`config.mk`:
```
export PLATFORM = sky130hd
export DESIGN_NAME = coeff_run_expander
export DESIGN_NICKNAME = d
export VERILOG_FILES = /design/src/rtl/h264_cavlc_pkg.sv /design/src/rtl/coeff_run_expander.sv
export SDC_FILE = /design/constraint.sdc
export NUM_CORES = 1
export LEC_CHECK = 0
export CORE_ASPECT_RATIO = 0.6
export CORE_MARGIN = 1.5
export CORE_UTILIZATION = 30
export DETAILED_ROUTE_END_ITERATION = 12
export GPL_TIMING_DRIVEN = 0
export PLACE_DENSITY_LB_ADDON = 0.1
export SLEW_MARGIN = 20
export SYNTH_ARGS = -nofsm -noshare
export SYNTH_HDL_FRONTEND = slang
export SYNTH_SLANG_ARGS = --single-unit
```
`constraint.sdc`:
```
create_clock -name clk -period 3.9 [get_ports clk]
set_input_delay 0.585 -clock clk [delete_from_list [all_inputs] [get_ports clk]]
set_output_delay 0.585 -clock clk [all_outputs]
set_load 0.01 [all_outputs]
```
`src/rtl/h264_cavlc_pkg.sv`:
```
// rtl/h264_cavlc_pkg.sv - shared CAVLC types and block-size constants
package h264_cavlc_pkg;

    // Expander control states
    typedef enum logic [1:0] {
        IDLE  = 2'd0,
        FILL  = 2'd1,
        DRAIN = 2'd2
    } state_t;

    localparam int COEFF_W_DEF    = 8;
    localparam int MAX_COEFF_LUMA = 16;
    localparam int MAX_COEFF_AC   = 15;
    localparam int MAX_COEFF_CDC  = 4;

    // Physical buffer depth; smaller block types use the low entries only
    localparam int BUF_DEPTH      = 16;

endpackage

```
`src/rtl/coeff_run_expander.sv`:
```
// rtl/coeff_run_expander.sv - rebuilds a scan-ordered coefficient block from CAVLC level/run pairs
//
// Ports:
//   clk, rst                      clock, synchronous active-low reset
//   blk_start, total_coeff_i,
//   total_zeros_i                 block parameter load (IDLE only)
//   lvl_valid/lvl_ready,
//   lvl_i, run_before_i           level/run pairs, highest frequency first
//   coeff_valid/coeff_ready,
//   coeff_o, coeff_idx_o,
//   coeff_last                    scan-order output stream, index 0 first
//   busy                          block in progress
//   err                           sticky syntax error, cleared on next block load
module coeff_run_expander
    import h264_cavlc_pkg::*;
#(
    parameter int COEFF_W   = COEFF_W_DEF,
    parameter int MAX_COEFF = MAX_COEFF_LUMA
) (
    input  logic               clk,
    input  logic               rst,
    input  logic               blk_start,
    input  logic [4:0]         total_coeff_i,
    input  logic [3:0]         total_zeros_i,
    input  logic               lvl_valid,
    output logic               lvl_ready,
    input  logic [COEFF_W-1:0] lvl_i,
    input  logic [3:0]         run_before_i,
    output logic               coeff_valid,
    input  logic               coeff_ready,
    output logic [COEFF_W-1:0] coeff_o,
    output logic [3:0]         coeff_idx_o,
    output logic               coeff_last,
    output logic               busy,
    output logic               err
);

    state_t             state;
    state_t             state_next;
    logic [COEFF_W-1:0] buffer [BUF_DEPTH];
    logic [4:0]         pos;
    logic [4:0]         zeros_left;
    logic [4:0]         remaining;
    logic [3:0]         idx;

    logic [5:0]         sum;
    logic [4:0]         run;
    logic               run_err;
    logic               load_err;
    logic               take_lvl;
    logic               take_coeff;

    always_comb begin
        state_next  = state;
        lvl_ready   = 1'b0;
        coeff_valid = 1'b0;
        coeff_o     = '0;
        coeff_idx_o = '0;
        coeff_last  = 1'b0;
        busy        = (state != IDLE);
        run         = '0;
        run_err     = 1'b0;
        load_err    = 1'b0;
        take_lvl    = 1'b0;
        take_coeff  = 1'b0;
        sum         = {1'b0, total_coeff_i} + {2'b00, total_zeros_i};

        case (state)
            IDLE: begin
                if (blk_start) begin
                    if (total_coeff_i == 5'd0) begin
                        state_next = DRAIN;
                    end else if (total_coeff_i > 5'(MAX_COEFF) || sum > 6'(MAX_COEFF)) begin
                        load_err   = 1'b1;
                        state_next = DRAIN;
                    end else begin
                        state_next = FILL;
                    end
                end
            end
            FILL: begin
                lvl_ready = 1'b1;
                if (lvl_valid) begin
                    take_lvl = 1'b1;
                    // The last level absorbs whatever zeros are left; once the
                    // zero budget is spent, run_before carries no information.
                    if (remaining == 5'd1) begin
                        run = zeros_left;
                    end else if (zeros_left == 5'd0) begin
                        run = '0;
                    end else if ({1'b0, run_before_i} > zeros_left) begin
                        run_err = 1'b1;
                        run     = zeros_left;
                    end else begin
                        run = {1'b0, run_before_i};
                    end
                    if (remaining == 5'd1) begin
                        state_next = DRAIN;
                    end
                end
            end
            DRAIN: begin
                coeff_valid = 1'b1;
                coeff_o     = buffer[idx];
                coeff_idx_o = idx;
                coeff_last  = (idx == 4'(MAX_COEFF - 1));
                if (coeff_ready) begin
                    take_coeff = 1'b1;
                    if (coeff_last) begin
                        state_next = IDLE;
                    end
                end
            end
            default: state_next = IDLE;
        endcase
    end

    always_ff @(posedge clk) begin
        if (!rst) begin
            state      <= IDLE;
            pos        <= '0;
            zeros_left <= '0;
            remaining  <= '0;
            idx        <= '0;
            err        <= 1'b0;
            for (int i = 0; i < BUF_DEPTH; i++) begin
                buffer[i] <= '0;
            end
        end else begin
            state <= state_next;
            if (state == IDLE && blk_start) begin
                for (int i = 0; i < BUF_DEPTH; i++) begin
                    buffer[i] <= '0;
                end
                err        <= load_err;
                pos        <= 5'(sum - 6'd1);
                zeros_left <= {1'b0, total_zeros_i};
                remaining  <= total_coeff_i;
                idx        <= '0;
            end
            if (take_lvl) begin
                buffer[pos[3:0]] <= lvl_i;
                remaining        <= remaining - 5'd1;
                zeros_left       <= zeros_left - run;
                pos              <= pos - 5'd1 - run;
                if (run_err) begin
                    err <= 1'b1;
                end
            end
            if (take_coeff) begin
                idx <= coeff_last ? 4'd0 : idx + 4'd1;
            end
        end
    end

    // Writes must land inside the block and the next position must not wrap
    always @(posedge clk) begin
        if (rst && take_lvl) begin
            assert (pos >= run && pos < 5'(MAX_COEFF));
        end
    end

endmodule
```
Word level (Yosys, flattened, before mapping)
Memory sizes are Yosys's and may differ from the RTL's. A register that Yosys moved wholly into a read port is not among the register bits.
Cells that the tools add are included.
{ "op_classes": {"muxes": 71, "order_cmp": 3, "n_bitwise": 16, "n_eq_ne": 9, "n_addsub": 7, "reduce_logical": 10} }
{ "op_table": {"columns": ["operator", "count"], "rows": [
  ["8-bit 2-to-1 mux", 18],
  ["5-bit 2-to-1 mux", 11],
  ["4-bit 2-to-1 mux", 7],
  ["1-bit 2-to-1 mux", 27],
  ["1-bit OR", 16],
  ["5-bit by 1-bit subtractor with 5-bit output (second input constant)", 3],
  ["2-bit 2-to-1 mux", 7],
  ["5-bit logical NOT", 2],
  ["2-bit inequality test (second input constant)", 5],
  ["5-bit subtractor", 2],
  ["8-bit OR reduction", 1],
  ["5-bit by 4-bit adder with 6-bit output", 1],
  ["6-bit by 5-bit greater-than comparator with 1-bit output (second input constant)", 1],
  ["2-bit case mux with 3 select lines", 1],
  ["2-bit nonzero test", 3],
  ["5-bit by 1-bit == test with 1-bit output (second input constant)", 1],
  ["4-bit by 5-bit greater-than comparator with 1-bit output", 1],
  ["5-bit greater-than comparator (second input constant)", 1],
  ["5-bit AND reduction", 1],
  ["4-bit by 1-bit adder with 4-bit output (second input constant)", 1],
  ["4-bit == test (second input constant)", 1],
  ["2-bit by 1-bit == test with 1-bit output (second input constant)", 1],
  ["2-bit == test (second input constant)", 1],
  ["2-bit logical NOT", 1],
  ["2 further kinds", 2]
]} }
{ "totals": {"mem_count": 1, "ramBits": 128, "reg_bits": 22, "wordCells": 123, "input_bits": 26} }
{ "mem_list": {"columns": ["name", "words", "word_bits", "read_ports", "rd_ports_with_merged_regs", "write_ports", "line", "text"], "rows": [
  ["buffer", 16, 8, 1, 1, 16, "coeff_run_expander.sv:40", "logic [COEFF_W-1:0] buffer [BUF_DEPTH];"]
]} }

Logic depth before layout (Yosys ltp)
{ "logic_depth": {"ltp_word": 10, "ltp_mapped": 17} }

Least setup slack after synthesis
OpenSTA, ideal clock, no wires.
{ "synth_path": {"path_kind": "input -> register", "startpoint": "in run_before_i[1]", "endpoint": "reg zeros_left[4]", "cell_stages": 16, "slack_ns": 0.614, "required_time_ns": 3.782, "setup_ns": 0.118, "t_arrival_ns": 3.168, "path_buffers": 0, "path_cell_list": "ha_1 > nor2b_1 > o31ai_1 > a31oi_4 > nor2_1 > a21oi_1 > or2_1 > inv_1 > ha_1 > inv_1 > fa_1 > a21o_1 > a21oi_1 > o31ai_1 > a22oi_1 > nor2b_1"} }
{ "synth_via": {"elab_chain_len": 8} }
{ "synth_lines": {"columns": ["element", "line", "text"], "rows": [
  ["from (decl)", "coeff_run_expander.sv:28", "input logic [3:0] run_before_i,"],
  ["4-bit by 5-bit greater-than comparator with 1-bit output", "coeff_run_expander.sv:91", "end else if ({1'b0, run_before_i} > zeros_left) begin"],
  ["5-bit 2-to-1 mux *", "coeff_run_expander.sv:91", null],
  ["5-bit 2-to-1 mux *", "coeff_run_expander.sv:89", "end else if (zeros_left == 5'd0) begin"],
  ["5-bit 2-to-1 mux *", "coeff_run_expander.sv:87", "if (remaining == 5'd1) begin"],
  ["5-bit 2-to-1 mux *", "coeff_run_expander.sv:83", "if (lvl_valid) begin"],
  ["5-bit 2-to-1 mux *", "coeff_run_expander.sv:68", "case (state)"],
  ["5-bit subtractor *", "coeff_run_expander.sv:144", "zeros_left <= zeros_left - run;"],
  ["5-bit 2-to-1 mux *", "coeff_run_expander.sv:141", "if (take_lvl) begin"],
  ["to (signal assigned)", "coeff_run_expander.sv:137", "zeros_left <= {1'b0, total_zeros_i};"],
  ["to (signal assigned)", "coeff_run_expander.sv:144", null],
  ["to (decl)", "coeff_run_expander.sv:42", "logic [4:0] zeros_left;"]
]} }
Mark *: on every way between the ends. The rest lies on a longest branch, timed or not.
A chain may end at the register's enable or synchronous reset.

==> flow_metrics.env <==
export IMPL_status="complete, no violations"
export IMPL_regArea_mm2=0.00434
export IMPL_yosysTopAreaCell="edfxtp_1"
export IMPL_critPathArrivalTime_ns=3.19
export IMPL_yosys_area_top_type_share_pct=49.4
export IMPL_fin_nets=708
export IMPL_firstDrtPassIters=5
export IMPL_drt_iter0_drc=409
export IMPL_synth_edf_count=128
export IMPL_hold_ws_ns=0.519
export IMPL_layout_area_overhead_vs_synth_pct=19.3
export IMPL_skew_ns=0.0163
export IMPL_gp_congestion=0.801
export IMPL_final_max_slew_violation_count=0
export IMPL_place_hpwl_mm=16.5
export IMPL_clock_latency_ns=0.44
export IMPL_detail_route_antenna_nets=0
export IMPL_ctsHtreeMaxLevel=4
export IMPL_ys_top_cells_by_area="edfxtp_1 (49%), and2_1 (12%), mux4_2 (12%)"
export IMPL_synth_commonest_cells="and2_1 (144), edfxtp_1 (128), mux4_2 (40)"
export IMPL_avgViaCountPerCell=4.95
export IMPL_io_pins=43
export IMPL_post_cts_buffers=0
export IMPL_grt_start_max_net_pins=17
export IMPL_worst_slew_pin_slew_ns=1.02
export IMPL_power_mw=4.17
export IMPL_fin_cells=1026
export IMPL_numPortBuffers=42
export IMPL_critPathKind="flop to output pin"
export IMPL_synthMuxAreaShare_pct=12.0
export IMPL_fmax_mhz=265
export IMPL_finalCritPeriodShare_pct=96.8
export IMPL_wl_per_cell_um=21.2
export IMPL_maxCapViolCount=0
export IMPL_fill_cells=2467
export IMPL_wirelength_mm=21.7
export IMPL_synth_area_mm2=0.00778
export IMPL_avgSynthCellArea_um2=13.1
export IMPL_dpl_cell_count=992
export IMPL_clkSinkCount=153
export IMPL_postPlaceCellArea_mm2=0.00867
export IMPL_synth_net_count=644
export IMPL_postCtsHoldBufs=0
export IMPL_die_w_um=211
export IMPL_yosys_area_share_xor_xnor_pct=1.13
export IMPL_grt_first_pass_wirelength_mm=32.3
export IMPL_async_reset_ff_share_pct=0
export IMPL_synth_compound_area_share_pct=5.90
export IMPL_p_leak_nw=3.38
export IMPL_synth_simple_area_share_pct=18.5
export IMPL_relSlewSlack_pct=31.4
export IMPL_grt_pass1_vias=4950
export IMPL_vias=5083
export IMPL_dominantRegCellSynth="edfxtp_1"
export IMPL_fin_area_mm2=0.00928
export IMPL_synth_seq_area_share_pct=55.8
export IMPL_clkSlewWorstSetupHoldPaths_ns=0.06
export IMPL_tritoncts="done"
export IMPL_yosys_warnings=0
export IMPL_drive_gt1_share_pct=12.6
export IMPL_drcViolationCount=0
export IMPL_std_cell_rows=45
export IMPL_multi_input_area_mm2=0.00325
export IMPL_cts_made_buffers=17
export IMPL_start_util_pct=30.6
export IMPL_root_buffer="clkbuf_16"
export IMPL_hold_viol=0
export IMPL_peakVddDrop_v=0.000308
export IMPL_utilization_pct=36.5
export IMPL_syn_inst=595
export IMPL_fin_ws_ns=0.126
export IMPL_synth_top_family_by_area="simple AND/OR/NAND/NOR gates"
export IMPL_synth_distinct_cells=53
export IMPL_grt_overflow=0
export IMPL_p_per_area_mw_per_mm2=450
export IMPL_start_kind="flop"
export IMPL_synth_seq_cells=153
export IMPL_fin_tns_setup_ns=0
export IMPL_track_usage_pct=17.1
export IMPL_grt_antenna_before_repair=5
export IMPL_worstPathRequired_ns=3.31
export IMPL_yosysMostFrequentCell="and2_1"
export IMPL_setup_viol=0
export IMPL_hold_path_class="flop to flop"
export IMPL_clockBufferDepth=2
export IMPL_pre_cts_slack_ns=-0.155
export IMPL_period_needed_ns=3.77
export IMPL_die_area_mm2=0.0269
export IMPL_path_max_fanout=10
export IMPL_end_kind="output pin"
export IMPL_core_area_mm2=0.0254
export IMPL_grt_setup_unrepaired="no"
export IMPL_synthAdderAreaFrac_pct=3.99
export IMPL_die_y_um=128
area by class of cell:
class                           instances  share of cell area (%)
Antenna cell                            2                  0.0539
Buffer                                 27                    1.38
Clock buffer                           25                    5.92
Clock inverter                          7                   0.539
Inverter                               20                   0.809
Multi-Input combinational cell        395                    35.0
Sequential cell                       153                    46.8
Tap cell                              352                    4.75
Timing Repair Buffer                   45                    4.77
critical path: stages, from the launching register on:
cell and delay (ns):
dfxtp_1 0.47, buf_1 0.66, mux4_2 0.51, mux4_2 0.49, and2_1 0.17, clkdlybuf4s50_1 0.47
cells in the final DEF, fill, tap and decap left out, types with 20 or more instances in the layout:
cell,instances
mux4_2,40
nor2_1,32
edfxtp_1,128
clkdlybuf4s50_1,42
nand2_1,25
clkbuf_16,20
dfxtp_1,25
clkbuf_1,20
ha_1,20
and2_1,144
metal layers:
| metal | routed length [um] | part of all wire, % | vias to the layer above | GRT usage, % |
|---|---|---|---|---|
| met3 | 1550 | 7.1 | 7 | 4.51 |
| met5 | 0 | 0 | - | 0 |
| met4 | 113 | 0.52 | 0 | 3.82 |
| met2 | 8660 | 40 | 169 | 22.7 |
| met1 | 11400 | 53 | 2591 | 27.0 |
| li1 | - | - | 2316 | - |
flip-flops by register name, summed over array words and instances (netlist names), named ones only:
name,count
buffer,128
err,1
idx,4
pos,4
remaining,5
state,2
zeros_left,5
power by group:
part	switching, mW	internal (mW)	leakage [nW]
logic	0.323	0.229	1.49
clock network	0.684	0.982	0.289
registers	0.0542	1.90	1.60
cell families (layout without fill, tap and decap cells):
logic type	after synthesis	count (layout)
buffers and inverters	47	124
multiplexers	43	43
AND/OR/NAND/NOR	253	253
adder cells (fa/ha/maj)	23	23
XOR/XNOR	10	10
AO/OA/AOI/OAI	66	66
other	0	2
flip-flops	153	153
what timing repair did:
item,in CTS,in global routing
hold endpoints to repair,0,0
endpoints found under the setup margin,0,2
gates resized for setup,0,3
worst paths after layout:
| kind | start | to | slack [ns] | cells after the start |
|---|---|---|---|---|
| worst max-delay path | flop | coeff_o[0] | 0.13 | 5 |
| worst min-delay path | idx[3] | idx[3] | 0.52 | 1 |
| worst min register to register | idx[3] | idx[3] | 0.52 | 1 |
| worst max register to register | remaining[1] | zeros_left[4] | 0.30 | 16 |
(Power assumes the default switching activity.)
